### src/rtl/sdram_readback_seq_if.sv
// Register-port bus between the readback sequencer (master) and the SDRAM handler (slave).
interface sdram_readback_seq_if;
    logic        avalid;
    logic        awe;
    logic        aaddr;
    logic [31:0] adata;
    logic        bvalid;
    logic [31:0] bdata;
    logic        rd_word;

    modport master (
        output avalid, awe, aaddr, adata,
        input  bvalid, bdata, rd_word
    );

    modport slave (
        input  avalid, awe, aaddr, adata,
        output bvalid, bdata, rd_word
    );
endinterface

### src/rtl/sdram_readback_seq.sv
// Splits one readback command into handler-sized chunks, optionally gated on the
// handler's committed-write pointer, and tracks delivered words per chunk.
module sdram_readback_seq #(
    parameter int unsigned CHUNK_MAX = 4095,
    parameter int unsigned POLL_GAP  = 16
) (
    input  logic                        clk,
    input  logic                        rst_n,
    input  logic                        cmd_valid,
    output logic                        cmd_ready,
    input  logic [23:0]                 cmd_addr,
    input  logic [23:0]                 cmd_len,
    input  logic                        cmd_wait,
    input  logic                        abort,
    output logic                        busy,
    output logic                        done,
    output logic                        aborted,
    output logic [23:0]                 words_left,
    sdram_readback_seq_if.master        bus
);
    localparam int unsigned AW = 24;
    localparam int unsigned DW = 32;
    localparam int unsigned GW = (POLL_GAP > 1) ? $clog2(POLL_GAP) : 1;
    localparam logic [AW-1:0] L_CHUNK_MAX = AW'(CHUNK_MAX);
    localparam logic [GW-1:0] L_GAP_LOAD  = GW'(POLL_GAP - 1);

    typedef enum logic [2:0] {
        S_IDLE, S_POLL, S_WAIT_STAT, S_GAP, S_SET_ADDR, S_SET_CNT, S_DRAIN, S_ABORT
    } state_t;

    state_t          r_state,      w_nxt_state;
    logic [AW-1:0]   r_cur_addr,   w_nxt_cur_addr;
    logic [AW-1:0]   r_words_left, w_nxt_words_left;
    logic            r_wait_mode,  w_nxt_wait_mode;
    logic [AW-1:0]   r_chunk,      w_nxt_chunk;
    logic [AW-1:0]   r_delivered,  w_nxt_delivered;
    logic [GW-1:0]   r_gap_cnt,    w_nxt_gap_cnt;
    logic            r_done,       w_nxt_done;
    logic            r_aborted,    w_nxt_aborted;
    logic            r_cmd_ready;
    logic            r_busy;
    logic            r_avalid,     w_nxt_avalid;
    logic            r_awe,        w_nxt_awe;
    logic            r_aaddr,      w_nxt_aaddr;
    logic [DW-1:0]   r_adata,      w_nxt_adata;
    logic [AW-1:0]   w_avail;
    logic            w_unused;

    function automatic logic [AW-1:0] min2(input logic [AW-1:0] a, input logic [AW-1:0] b);
        return (a < b) ? a : b;
    endfunction

    // Write-side busy flag and pointer high byte are not needed for gating
    assign w_unused = ^bus.bdata[31:24];
    assign w_avail  = bus.bdata[23:0] - r_cur_addr;

    always_ff @(posedge clk) begin
        if (!rst_n) begin
            r_state      <= S_IDLE;
            r_cur_addr   <= '0;
            r_words_left <= '0;
            r_wait_mode  <= 1'b0;
            r_chunk      <= '0;
            r_delivered  <= '0;
            r_gap_cnt    <= '0;
            r_done       <= 1'b0;
            r_aborted    <= 1'b0;
            r_cmd_ready  <= 1'b1;
            r_busy       <= 1'b0;
            r_avalid     <= 1'b0;
            r_awe        <= 1'b0;
            r_aaddr      <= 1'b0;
            r_adata      <= '0;
        end else begin
            r_state      <= w_nxt_state;
            r_cur_addr   <= w_nxt_cur_addr;
            r_words_left <= w_nxt_words_left;
            r_wait_mode  <= w_nxt_wait_mode;
            r_chunk      <= w_nxt_chunk;
            r_delivered  <= w_nxt_delivered;
            r_gap_cnt    <= w_nxt_gap_cnt;
            r_done       <= w_nxt_done;
            r_aborted    <= w_nxt_aborted;
            r_cmd_ready  <= (w_nxt_state == S_IDLE);
            r_busy       <= (w_nxt_state != S_IDLE);
            r_avalid     <= w_nxt_avalid;
            r_awe        <= w_nxt_awe;
            r_aaddr      <= w_nxt_aaddr;
            r_adata      <= w_nxt_adata;
        end
    end

    always_comb begin
        w_nxt_state      = r_state;
        w_nxt_cur_addr   = r_cur_addr;
        w_nxt_words_left = r_words_left;
        w_nxt_wait_mode  = r_wait_mode;
        w_nxt_chunk      = r_chunk;
        w_nxt_delivered  = r_delivered;
        w_nxt_gap_cnt    = r_gap_cnt;
        w_nxt_done       = 1'b0;
        w_nxt_aborted    = 1'b0;

        if ((r_state != S_IDLE) && bus.rd_word) begin
            if (r_words_left != '0) begin
                w_nxt_words_left = r_words_left - AW'(1);
            end
            w_nxt_delivered = r_delivered + AW'(1);
        end

        case (r_state)
            S_IDLE: begin
                if (cmd_valid && r_cmd_ready) begin
                    w_nxt_cur_addr   = cmd_addr;
                    w_nxt_words_left = cmd_len;
                    w_nxt_wait_mode  = cmd_wait;
                    if (cmd_len == '0) begin
                        w_nxt_done = 1'b1;
                    end else if (cmd_wait) begin
                        w_nxt_state = S_POLL;
                    end else begin
                        w_nxt_state = S_SET_ADDR;
                        w_nxt_chunk = min2(cmd_len, L_CHUNK_MAX);
                    end
                end
            end
            S_POLL: w_nxt_state = S_WAIT_STAT;
            S_WAIT_STAT: begin
                if (bus.bvalid) begin
                    if (w_avail == '0) begin
                        w_nxt_state   = S_GAP;
                        w_nxt_gap_cnt = L_GAP_LOAD;
                    end else begin
                        w_nxt_state = S_SET_ADDR;
                        w_nxt_chunk = min2(min2(r_words_left, L_CHUNK_MAX), w_avail);
                    end
                end
            end
            S_GAP: begin
                if (r_gap_cnt == '0) begin
                    w_nxt_state = S_POLL;
                end else begin
                    w_nxt_gap_cnt = r_gap_cnt - GW'(1);
                end
            end
            S_SET_ADDR: begin
                w_nxt_delivered = '0;
                w_nxt_state     = S_SET_CNT;
            end
            S_SET_CNT: w_nxt_state = S_DRAIN;
            S_DRAIN: begin
                if (r_delivered >= r_chunk) begin
                    w_nxt_cur_addr = r_cur_addr + r_chunk;
                    if (r_words_left == '0) begin
                        w_nxt_state = S_IDLE;
                        w_nxt_done  = 1'b1;
                    end else if (r_wait_mode) begin
                        w_nxt_state = S_POLL;
                    end else begin
                        w_nxt_state = S_SET_ADDR;
                        w_nxt_chunk = min2(r_words_left, L_CHUNK_MAX);
                    end
                end
            end
            S_ABORT: begin
                w_nxt_state   = S_IDLE;
                w_nxt_aborted = 1'b1;
            end
            default: w_nxt_state = S_IDLE;
        endcase

        // Abort wins over every other transition; an abort already in flight just completes
        if (abort && (r_state != S_IDLE) && (r_state != S_ABORT)) begin
            w_nxt_state = S_ABORT;
            w_nxt_done  = 1'b0;
        end
    end

    // Bus request for the state being entered, so it is registered and aligned with that state
    always_comb begin
        w_nxt_avalid = 1'b0;
        w_nxt_awe    = 1'b0;
        w_nxt_aaddr  = 1'b0;
        w_nxt_adata  = '0;
        case (w_nxt_state)
            S_POLL: w_nxt_avalid = 1'b1;
            S_SET_ADDR: begin
                w_nxt_avalid = 1'b1;
                w_nxt_awe    = 1'b1;
                w_nxt_adata  = DW'(w_nxt_cur_addr);
            end
            S_SET_CNT: begin
                w_nxt_avalid = 1'b1;
                w_nxt_awe    = 1'b1;
                w_nxt_aaddr  = 1'b1;
                w_nxt_adata  = DW'(w_nxt_chunk);
            end
            S_ABORT: begin
                w_nxt_avalid = 1'b1;
                w_nxt_awe    = 1'b1;
                w_nxt_aaddr  = 1'b1;
            end
            default: ;
        endcase
    end

    assign cmd_ready  = r_cmd_ready;
    assign busy       = r_busy;
    assign done       = r_done;
    assign aborted    = r_aborted;
    assign words_left = r_words_left;
    assign bus.avalid = r_avalid;
    assign bus.awe    = r_awe;
    assign bus.aaddr  = r_aaddr;
    assign bus.adata  = r_adata;
endmodule

### src/flat_wrapper.sv
// flat-port wrapper written by rule: the top's interface ports become plain ports
module sdram_readback_seq_flat 
#(
    parameter int unsigned CHUNK_MAX = 4095,
    parameter int unsigned POLL_GAP  = 16
)
  (clk, rst_n, cmd_valid, cmd_ready, cmd_addr, cmd_len, cmd_wait, abort, busy, done, aborted, words_left, bus_avalid, bus_awe, bus_aaddr, bus_adata, bus_bvalid, bus_bdata, bus_rd_word);
  sdram_readback_seq_if bus_i ();
  input  logic clk;
  input  logic rst_n;
  input  logic cmd_valid;
  output logic cmd_ready;
  input  logic [23:0] cmd_addr;
  input  logic [23:0] cmd_len;
  input  logic cmd_wait;
  input  logic abort;
  output logic busy;
  output logic done;
  output logic aborted;
  output logic [23:0] words_left;
  output wire logic [$bits(bus_i.avalid)-1:0] bus_avalid;
  output wire logic [$bits(bus_i.awe)-1:0] bus_awe;
  output wire logic [$bits(bus_i.aaddr)-1:0] bus_aaddr;
  output wire logic [$bits(bus_i.adata)-1:0] bus_adata;
  input wire logic [$bits(bus_i.bvalid)-1:0] bus_bvalid;
  input wire logic [$bits(bus_i.bdata)-1:0] bus_bdata;
  input wire logic [$bits(bus_i.rd_word)-1:0] bus_rd_word;
  assign bus_avalid = bus_i.avalid;
  assign bus_awe = bus_i.awe;
  assign bus_aaddr = bus_i.aaddr;
  assign bus_adata = bus_i.adata;
  assign bus_i.bvalid = bus_bvalid;
  assign bus_i.bdata = bus_bdata;
  assign bus_i.rd_word = bus_rd_word;
  sdram_readback_seq #(.CHUNK_MAX(CHUNK_MAX), .POLL_GAP(POLL_GAP)) u_core (.clk(clk), .rst_n(rst_n), .cmd_valid(cmd_valid), .cmd_ready(cmd_ready), .cmd_addr(cmd_addr), .cmd_len(cmd_len), .cmd_wait(cmd_wait), .abort(abort), .busy(busy), .done(done), .aborted(aborted), .words_left(words_left), .bus(bus_i));
endmodule
### config.mk
export PLATFORM = sky130hd
export DESIGN_NAME = sdram_readback_seq_flat
export DESIGN_NICKNAME = d
export VERILOG_FILES = /design/src/rtl/sdram_readback_seq_if.sv /design/src/rtl/sdram_readback_seq.sv /design/src/flat_wrapper.sv
export SDC_FILE = /design/constraint.sdc
export NUM_CORES = 1
export LEC_CHECK = 0
export ABC_AREA = 1
export CAP_MARGIN = 25
export CORE_UTILIZATION = 44
export DETAILED_ROUTE_END_ITERATION = 10
export PLACE_DENSITY = 0.65
export SYNTH_ARGS = -nofsm -noshare
export SYNTH_HDL_FRONTEND = slang
export SYNTH_SLANG_ARGS = --single-unit
### constraint.sdc
create_clock -name clk -period 4.25 [get_ports clk]
set_clock_uncertainty 0.1 [all_clocks]
set_input_delay 0.85 -clock clk [delete_from_list [all_inputs] [get_ports clk]]
set_output_delay 0.85 -clock clk [all_outputs]
set_load 0.01 [all_outputs]
==> run_results.csv, run 1 <==
group,metric,value,unit
die,initial_core_util,0.453,
pwr,powerDensity,786,nW/µm²
logic_synthesis,yosysWarningCount,0,
die,die_x,170,µm
timing,drv_slew,0,
clock_network,clk_path_buf_depth,2,
pwr,power_leakage,0.00784,µW
timing,fin_ws,0.113,ns
timing,slew_headroom,0.397,
logic_synthesis,synth_area,12300,µm²
timing,worstMarginPinSlew,0.900,ns
logic_synthesis,ys_seq_area_frac,0.219,
worst_setup_path,crit_path_start_kind,"input pin",
placement,gp_congestion,0.998,
die,die-area,28700,µm²
worst_setup_path,reg2reg_setup_slack,0.35,ns
worst_setup_path,path_class,"in2reg",
final_layout,fin_cells,2691,
grt,grt_pass1_wl,72.4,mm
die,io_pins,150,
timing,setup_viol,0,
run,maxCapViolCount,0,
timing,rsz0062_at_grt,"yes",
clock_network,clk_latency,0.44,ns
hold_path,worstHoldPathCells,2,
routing,routedWlPerCell,17.8,µm
routing,drc,0,
routing,ant_nets,0,
grt,grt-ovfl-total,0,
routing,vias,14458,
logic_synthesis,syn_inst,2045,
timing,fin_setup_tns,0,ns
grt,grt_pass1_vias,13132,
routing,first_iter_violations,1199,
timing,final-hold-violation-count,0,
final_layout,drive_gt1_frac,0.137,
pwr,ir_worst_vdd,0.443,mV
routing,first_pass_iters,6,
worst_setup_path,reg2reg_depth,24,
placement,portBuffers,133,
grt,grt_usage,0.330,
clock_network,clock-root-buffer,"clkbuf_16",
final_layout,fillers,2715,
placement,post-place-ws,-0.507,ns
logic_synthesis,synthDistinctLibCells,45,
clock_network,path_clk_slew,0.07,ns
logic_synthesis,ys_ff_latch,135,
routing,drt-total-wl,47.9,mm
grt,grt_max_degree,53,
worst_setup_path,worstPathMaxFanout,6,
timing,timing.fmax,0.242,GHz
final_layout,fin_nets,2492,
hold_path,hold_path.class,"reg2reg",
die,rows,60,
logic_synthesis,synth_area_per_cell,6.04,µm²
final_layout,fin_util,0.596,
timing,whs,0.393,ns
worst_setup_path,timing.rr.start,"u_core.r_cur_addr[5]$_SDFF_PN0_",
final_layout,synthToLayoutAreaGrowth,31.6,%
timing,finalCritPeriodShare,0.973,
timing,finalCriticalPeriod,4.14,ns
routing,viasPerCell,5.37,
clock_network,cts_tree,"done",
final_layout,antenna_cells,0,
outcome,status,"finished clean",
worst_setup_path,endpoint_kind,"flop",
clock_network,clock_sinks,135,
hold_path,hold_end,"u_core.r_gap_cnt[1]$_SDFFE_PN0P_",
clock_network,hold_buffers,0,
placement,place_hpwl,38.4,mm
hold_path,hp-start,"u_core.r_gap_cnt[1]$_SDFFE_PN0P_",
grt,antenna_found_initial,0,
worst_setup_path,required,4.48,ns
die,die_h,170,µm
worst_setup_path,arrival,4.37,ns
placement,place_inst,2650,
worst_setup_path,r2r_end,"u_core.r_chunk[3]$_SDFF_PN0_",
die,core_area,27300,µm²
clock_network,cts_buffers,17,
clock_network,h-tree-depth,4,
-- worst max-delay path by stage --
stage / start / to / depth (start not counted)
floorplan: bus_bdata[0] / u_core.bus.adata[7]$_SDFF_PN0_ / 25
global placement: bus_bdata[0] / u_core.bus.adata[4]$_SDFF_PN0_ / 27
detailed placement: bus_bdata[0] / u_core.bus.adata[21]$_SDFF_PN0_ / 25
CTS: bus_bdata[19] / u_core.bus.adata[4]$_SDFF_PN0_ / 24
global route: bus_bdata[18] / u_core.bus.adata[4]$_SDFF_PN0_ / 25
finish: bus_bdata[0] / u_core.r_chunk[3]$_SDFF_PN0_ / 26
-- where the power goes --
part	leakage [µW]	internal [µW]	switching, µW
combinational	0.00643	3380	5570
clock	0.000308	1020	683
sequential	0.00110	1670	451
total	0.00784	6070	6700
-- timing repair --
item | CTS | global route
buffers inserted | 1 | 7
pin swaps | 4 | 20
setup endpoints to repair | 26 | 48
resized for setup | 17 | 85
cloned | 0 | 1
-- critical path, cell delays in order --
cell	delay (ns)
clkdlybuf4s50_1	0.47
inv_2	0.06
ha_4	0.16
fa_2	0.35
inv_2	0.08
nand3_2	0.08
nand2_2	0.12
nand2_2	0.06
nand2_1	0.07
buf_4	0.11
nand2_1	0.06
nand3_2	0.07
nand2_2	0.06
ha_1	0.28
nand4_1	0.10
buf_4	0.13
o221ai_2	0.12
a21oi_4	0.22
buf_6	0.15
nand2_8	0.07
clkbuf_16	0.15
nand4_1	0.11
nand2_1	0.06
inv_1	0.06
nand3_1	0.12
and2_1	0.16
-- synthesized netlist by cell type, drive strengths merged --
library cell | n | area (µm²)
nand2 | 562 | 2210
inv | 333 | 1250
nor2 | 177 | 707
a21oi | 159 | 796
dfxtp | 135 | 2700
o21ai | 131 | 656
nand3 | 128 | 656
ha | 97 | 1210
nand4 | 69 | 447
clkbuf | 37 | 139
nor3 | 29 | 160
xnor2 | 22 | 193
a31oi | 21 | 131
buf | 20 | 148
o211ai | 18 | 135
xor2 | 18 | 158
nand3b | 15 | 113
nor4 | 14 | 87.6
and2 | 10 | 62.6
o221ai | 8 | 70.1
o21bai | 7 | 52.6
a21o | 5 | 37.5
clkinv | 5 | 18.8
o21a | 4 | 30.0
o31ai | 4 | 30.0
a211oi | 3 | 22.5
a21boi | 3 | 22.5
or2 | 3 | 18.8
fa | 2 | 40.0
nor3b | 2 | 15.0
a2111oi | 1 | 8.76
a221oi | 1 | 8.76
conb | 1 | 3.75
o22ai | 1 | 6.26
-- sequential cells by signal, indices dropped and copies added, names as in the netlist, 3 cells and up --
name                count
u_core.r_cur_addr      24
u_core.r_state          3
u_core.r_chunk         24
u_core.r_gap_cnt        4
u_core.r_delivered     24
u_core.words_left      24
u_core.bus.adata       24
-- cell families (layout without fill, tap and decap cells) --
family	count (synthesis)	in the layout	share of synthesized area
XOR/XNOR	40	40	0.0284
AND/OR/NAND/NOR	1009	1009	0.362
AO/OA/AOI/OAI	366	366	0.163
other	1	20	0.000304
buffers and inverters	395	650	0.126
flip-flops	135	135	0.219
adder cells (fa/ha/maj)	99	99	0.102
-- stage by stage --
| step | total power, µW | instance area, µm² |
|---|---|---|
| CTS | 12200 | 15700 |
| finish | 12800 | 16300 |
| detailed placement | 10400 | 15000 |
| floorplan | 7140 | 12400 |
| global placement | 10300 | 15000 |
| global route | 13700 | 16300 |
-- cell usage in the layout, fill, tap and decap left out, types with 10 or more instances in the layout --
cell type,instances
nor3_1,25
buf_4,139
dfxtp_1,135
conb_1,20
xor2_1,18
a21oi_1,151
nand3_2,16
nor2_1,157
o21ai_0,129
inv_1,327
nor2_2,16
nand2_2,49
xnor2_1,20
nand3_1,112
ha_4,17
ha_1,80
nand2_1,505
clkdlybuf4s50_1,130
a31oi_1,21
nand3b_1,15
and2_1,10
clkbuf_16,18
o211ai_1,18
nand4_1,68
nor4_1,12
-- per-layer routing --
layer / up-vias / share of wire / track usage
met2: 513 / 0.46 / 0.561
li1: 7178 / - / -
met3: 89 / 0.055 / 0.0431
met4: 0 / 0.053 / 0.150
met5: - / 0 / 0
met1: 6678 / 0.43 / 0.414
-- layout make-up --
| type | count | area (µm²) | share of cell area |
|---|---|---|---|
| multi-input cells | 1534 | 8650 | 0.533 |
| well taps | 372 | 465 | 0.0286 |
| flip-flops and latches | 135 | 2700 | 0.166 |
| clock inverters | 14 | 209 | 0.0129 |
| repair buffers | 280 | 2510 | 0.155 |
| inverters | 338 | 1270 | 0.0781 |
| clock buffers | 18 | 439 | 0.0270 |
(Power assumes the default switching activity.)
==> run 2: changes to the inputs <==
--- a/config.mk
+++ b/config.mk
@@ -7,9 +7,10 @@
 export LEC_CHECK = 0
 export ABC_AREA = 1
 export CAP_MARGIN = 25
-export CORE_UTILIZATION = 44
+export CORE_MARGIN = 3
+export CORE_UTILIZATION = 54
 export DETAILED_ROUTE_END_ITERATION = 10
-export PLACE_DENSITY = 0.65
+export PLACE_DENSITY = 0.78
 export SYNTH_ARGS = -nofsm -noshare
 export SYNTH_HDL_FRONTEND = slang
 export SYNTH_SLANG_ARGS = --single-unit
==> run_results.csv, run 2 (synthesis results as in run 1) <==
group,metric,value,unit
outcome,status,"finished clean",
worst_setup_path,timing.rr.start,"u_core.r_cur_addr[8]$_SDFF_PN0_",
timing,final-hold-violation-count,0,
die,io_pins,150,
timing,worstMarginPinSlew,0.801,ns
worst_setup_path,path_class,"in2reg",
die,core_area,22200,µm²
grt,grt.met2_usage,0.604,
routing,vias,14910,
die,die_h,157,µm
grt,grt_max_degree,45,
placement,place_hpwl,36.9,mm
worst_setup_path,arrival,4.33,ns
clock_network,clk_path_buf_depth,2,
clock_network,h-tree-depth,4,
timing,drv_slew,0,
routing,ant_nets,0,
worst_setup_path,worstPathMaxFanout,5,
final_layout,fin_util,0.734,
worst_setup_path,reg2reg_depth,26,
clock_network,clock_sinks,135,
placement,portBuffers,133,
grt,grt_pass1_wl,71.3,mm
die,die_x,157,µm
clock_network,cts_buffers,17,
placement,gp_congestion,1.04,
worst_setup_path,crit_path_start_kind,"input pin",
clock_network,hold_buffers,0,
hold_path,hp-start,"u_core.r_gap_cnt[1]$_SDFFE_PN0P_",
clock_network,cts_tree,"done",
timing,fin_setup_tns,0,ns
routing,routedWlPerCell,18.4,µm
placement,place_inst,2552,
clock_network,clock-root-buffer,"clkbuf_16",
routing,drt-total-wl,47.9,mm
die,rows,54,
grt,met1_usage,0.457,
grt,gr-max-usage-layer,"met2",
timing,finalCriticalPeriod,4.11,ns
timing,slew_headroom,0.463,
final_layout,mostFrequentLayoutCells,"nand2_1, inv_1, a21oi_1",
timing,finalCritPeriodShare,0.966,
grt,grt_usage,0.367,
die,die-area,24700,µm²
timing,setup_viol,0,
timing,timing.fmax,0.243,GHz
pwr,power_leakage,0.00794,µW
final_layout,fin_nets,2494,
die,initial_core_util,0.557,
hold_path,hold_end,"u_core.r_gap_cnt[1]$_SDFFE_PN0P_",
final_layout,final_common_cell,"nand2_1",
final_layout,synthToLayoutAreaGrowth,31.8,%
grt,grt_use_met3,0.0635,
hold_path,hold_path.class,"reg2reg",
pwr,powerDensity,782,nW/µm²
placement,placed_area,14900,µm²
worst_setup_path,reg2reg_setup_slack,0.27,ns
routing,drc,0,
routing,first_pass_iters,7,
grt,antenna_found_initial,0,
routing,viasPerCell,5.73,
grt,grt-ovfl-total,0,
run,maxCapViolCount,0,
final_layout,fin_cells,2601,
clock_network,path_clk_slew,0.07,ns
clock_network,clk_latency,0.43,ns
pwr,ir_worst_vdd,0.460,mV
final_layout,antenna_cells,0,
grt,grt_pass1_vias,13626,
worst_setup_path,endpoint_kind,"flop",
worst_setup_path,required,4.48,ns
final_layout,drive_gt1_frac,0.144,
hold_path,worstHoldPathCells,2,
final_layout,design_area,16300,µm²
worst_setup_path,r2r_end,"u_core.bus.adata[3]$_SDFF_PN0_",
routing,first_iter_violations,1422,
==> run 2: area by class of cell <==
class                   instances  area [µm²]
clock inverters                13         160
well taps                     280         350
clock buffers                  19         443
multi-input cells            1534        8780
fillers                      1854        5890
inverters                     338        1270
repair buffers                282        2560
flip-flops and latches        135        2700
==> run 2: critical path, cell delays in order <==
cell and delay [ns]:
clkdlybuf4s50_1 0.44, ha_4 0.29, buf_4 0.13, nand3_2 0.08, nand2_2 0.09, nand2_1 0.11, nand2_4 0.12, nand2_1 0.08
nand3b_1 0.14, nand2_2 0.10, ha_1 0.31, a21oi_1 0.16, o21a_1 0.16, o221ai_1 0.13, a21oi_2 0.21, buf_4 0.17
nand2_8 0.07, clkbuf_16 0.16, nand4_1 0.11, nand2_1 0.08, inv_1 0.06, nand3_1 0.09, nand3_1 0.11, nand2_1 0.06
==> run 2: how the worst max path moves through the flow <==
stage	startpoint	end	slack, ns	cells after the start
2_1_floorplan	bus_bdata[0]	u_core.bus.adata[7]$_SDFF_PN0_	0.25	25
3_3_place_gp	bus_bdata[0]	u_core.bus.adata[21]$_SDFF_PN0_	-0.44	25
3_5_place_dp	bus_bdata[0]	u_core.bus.adata[21]$_SDFF_PN0_	-0.50	25
4_1_cts	bus_bdata[0]	u_core.bus.adata[5]$_SDFF_PN0_	0.01	25
5_1_grt	bus_bdata[2]	u_core.bus.adata[6]$_SDFF_PN0_	-0.05	26
6_report	bus_bdata[2]	u_core.bus.adata[3]$_SDFF_PN0_	0.14	24
==> run 2: repair_timing <==
item | 4_1_cts | 5_1_grt
setup buffers | 0 | 16
resized for setup | 2 | 134
pin swaps | 0 | 44
setup endpoints to repair | 21 | 51
gates cloned | 0 | 1
==> run 2: power breakdown <==
group | internal [µW] | switching (µW) | leakage, µW
Combinational | 3410 | 5600 | 0.00654
Sequential | 1670 | 461 | 0.00110
Clock | 902 | 680 | 0.000298
Total | 5980 | 6740 | 0.00794
==> run 2: stage by stage <==
stage / setup WS (ns) / total power, µW / hold slack (ns)
3_3_place_gp: -0.443 / 10100 / 0.370
2_1_floorplan: 0.248 / 7140 / 0.352
6_report: 0.143 / 12700 / 0.394
5_1_grt: -0.0536 / 13600 / 0.411
4_1_cts: 0.0124 / 11900 / 0.395
3_5_place_dp: -0.499 / 10300 / 0.384
==> run 2: routing by layer <==
metal | routed length, µm | share of wire
met4 | 3090 | 0.065
met5 | 0 | 0
met3 | 4190 | 0.088
met2 | 21900 | 0.46
met1 | 18700 | 0.39
==> run 3: changes to the inputs <==
--- a/config.mk
+++ b/config.mk
@@ -10,6 +10,7 @@
 export CORE_MARGIN = 3
 export CORE_UTILIZATION = 54
 export DETAILED_ROUTE_END_ITERATION = 10
+export GPL_ROUTABILITY_DRIVEN = 0
 export PLACE_DENSITY = 0.78
 export SYNTH_ARGS = -nofsm -noshare
 export SYNTH_HDL_FRONTEND = slang
==> run_results.csv, run 3 (synthesis results as in run 1) <==
group,metric,value,unit
pwr,powerDensity,772,nW/µm²
routing,first_pass_iters,7,
clock_network,cts_tree,"done",
placement,place_hpwl,35.1,mm
final_layout,final_common_cell,"nand2_1",
worst_setup_path,crit_path_start_kind,"input pin",
timing,timing.fmax,0.236,GHz
die,die_x,157,µm
final_layout,fillers,1711,
routing,ant_nets,0,
clock_network,clock-root-buffer,"clkbuf_16",
hold_path,hold_path.class,"reg2reg",
routing,drt-total-wl,46.7,mm
die,rows,54,
final_layout,fin_nets,2480,
placement,post-place-ws,-0.478,ns
timing,setup_viol,0,
clock_network,clk_latency,0.44,ns
grt,grt_usage,0.356,
worst_setup_path,endpoint_kind,"flop",
worst_setup_path,path_class,"in2reg",
clock_network,path_clk_slew,0.07,ns
placement,place_inst,2535,
timing,drv_slew,0,
routing,routedWlPerCell,18.1,µm
grt,antenna_found_initial,0,
clock_network,cts_buffers,17,
pwr,sw_frac_of_total,0.534,
timing,fin_ws,0.0155,ns
routing,first_iter_violations,1602,
clock_network,hold_buffers,0,
timing,slew_headroom,0.551,
worst_setup_path,worstPathMaxFanout,5,
pwr,ir_worst_vdd,0.541,mV
timing,worstMarginPinSlew,0.657,ns
run,maxCapViolCount,0,
final_layout,mostFrequentLayoutCells,"nand2_1, inv_1, a21oi_1",
worst_setup_path,arrival,4.47,ns
pwr,combPwrFrac,0.711,
outcome,status,"finished clean",
timing,finalCritPeriodShare,0.996,
die,die-area,24700,µm²
grt,grt-ovfl-total,0,
clock_network,clk_path_buf_depth,2,
grt,grt_pass1_vias,13951,
pwr,switchingPower,6740,µW
clock_network,clock_sinks,135,
placement,portBuffers,133,
die,core_area,22200,µm²
pwr,power_leakage,0.00795,µW
pwr,pwr-share-seq,0.169,
final_layout,fin_cells,2587,
final_layout,synthToLayoutAreaGrowth,32.4,%
pwr,p_int,5880,µW
timing,final-hold-violation-count,0,
timing,finalCriticalPeriod,4.23,ns
timing,whs,0.386,ns
die,initial_core_util,0.557,
final_layout,fin_util,0.738,
final_layout,drive_gt1_frac,0.153,
pwr,p_clk_frac,0.120,
clock_network,h-tree-depth,4,
pwr,power,12600,µW
die,die_h,157,µm
final_layout,antenna_cells,0,
grt,grt_pass1_wl,70.3,mm
worst_setup_path,required,4.48,ns
routing,drc,0,
die,io_pins,150,
grt,grt_max_degree,45,
routing,viasPerCell,5.84,
routing,vias,15115,
-- run 3: cell types whose count changed in the layout (fill, tap and decap cells not counted), moves of 4 or more --
cell,before,now
clkdlybuf4s50_1,120,114
nand2_1,497,485
nand3_2,11,18
nor2_1,149,144
nor2_4,7,14
dlymetal6s2s_1,13,19
nand3_1,115,110
nand2_4,11,15
buf_4,141,127
nand2_2,53,61
-- run 3: what timing repair did --
| action | in CTS | in global routing |
|---|---|---|
| gates resized for setup | 24 | 156 |
| cloned | 1 | 1 |
| pin swaps | 7 | 58 |
| hold endpoints to repair | 0 | 0 |
| endpoints found under the setup margin | 20 | 48 |
| setup buffers | 0 | 18 |
-- run 3: layer usage --
| layer | up-vias | track usage | part of all wire |
|---|---|---|---|
| met5 | - | 0.00397 | 0 |
| met3 | 218 | 0.0657 | 0.098 |
| li1 | 7170 | - | - |
| met2 | 910 | 0.570 | 0.44 |
| met4 | 0 | 0.233 | 0.083 |
| met1 | 6817 | 0.437 | 0.38 |
-- run 3: worst paths after layout --
check / start / cells after the start / endpoint / slack, ns
setup reg to reg: u_core.r_cur_addr[11]$_SDFF_PN0_ / 24 / u_core.r_chunk[3]$_SDFF_PN0_ / 0.24
hold reg to reg: u_core.r_gap_cnt[1]$_SDFFE_PN0P_ / 2 / u_core.r_gap_cnt[1]$_SDFFE_PN0P_ / 0.39
setup / recovery: bus_bdata[19] / 24 / u_core.r_chunk[3]$_SDFF_PN0_ / 0.02
hold / removal: u_core.r_gap_cnt[1]$_SDFFE_PN0P_ / 2 / u_core.r_gap_cnt[1]$_SDFFE_PN0P_ / 0.39
-- run 3: cell type report --
cell class	count	area, µm²	area share
clock inverter	15	161	0.00987
multi-input combinational	1534	8940	0.547
inverter	338	1270	0.0776
tap	280	350	0.0214
timing repair buffer	268	2500	0.153
clock buffer	17	425	0.0260
sequential	135	2700	0.165
-- run 3: per-stage QoR --
stage               TNS [ns]  cell area, µm²
floorplan                  0           12400
global placement      -15.52           14700
detailed placement    -18.63           14700
CTS                        0           15500
global route           -3.39           16300
finish                     0           16300
-- run 3: worst max-delay path, cell delays in order --
cell             delay, ns
clkdlybuf4s50_1       0.45
ha_4                  0.33
nand2_1               0.11
inv_1                 0.10
nand2_2               0.07
nor2_2                0.16
nand3b_1              0.15
buf_4                 0.17
nand4_1               0.09
nand2_2               0.07
ha_1                  0.28
nand4_1               0.15
nor4_2                0.06
buf_4                 0.13
buf_4                 0.13
a21oi_2               0.20
buf_4                 0.18
nand2_8               0.07
clkbuf_16             0.16
nand4_1               0.09
nand2_1               0.06
inv_1                 0.06
nand3_1               0.14
and2_4                0.19
-- run 3: power groups by stage --
stage          combinational (µW)  clock (µW)  sequential (µW)
2_1_floorplan                5070           0             2070
3_3_place_gp                 7710           0             2120
3_5_place_dp                 7900           0             2120
4_1_cts                      8130        1520             2100
5_1_grt                      9780        1580             2160
6_report                     8970        1520             2130
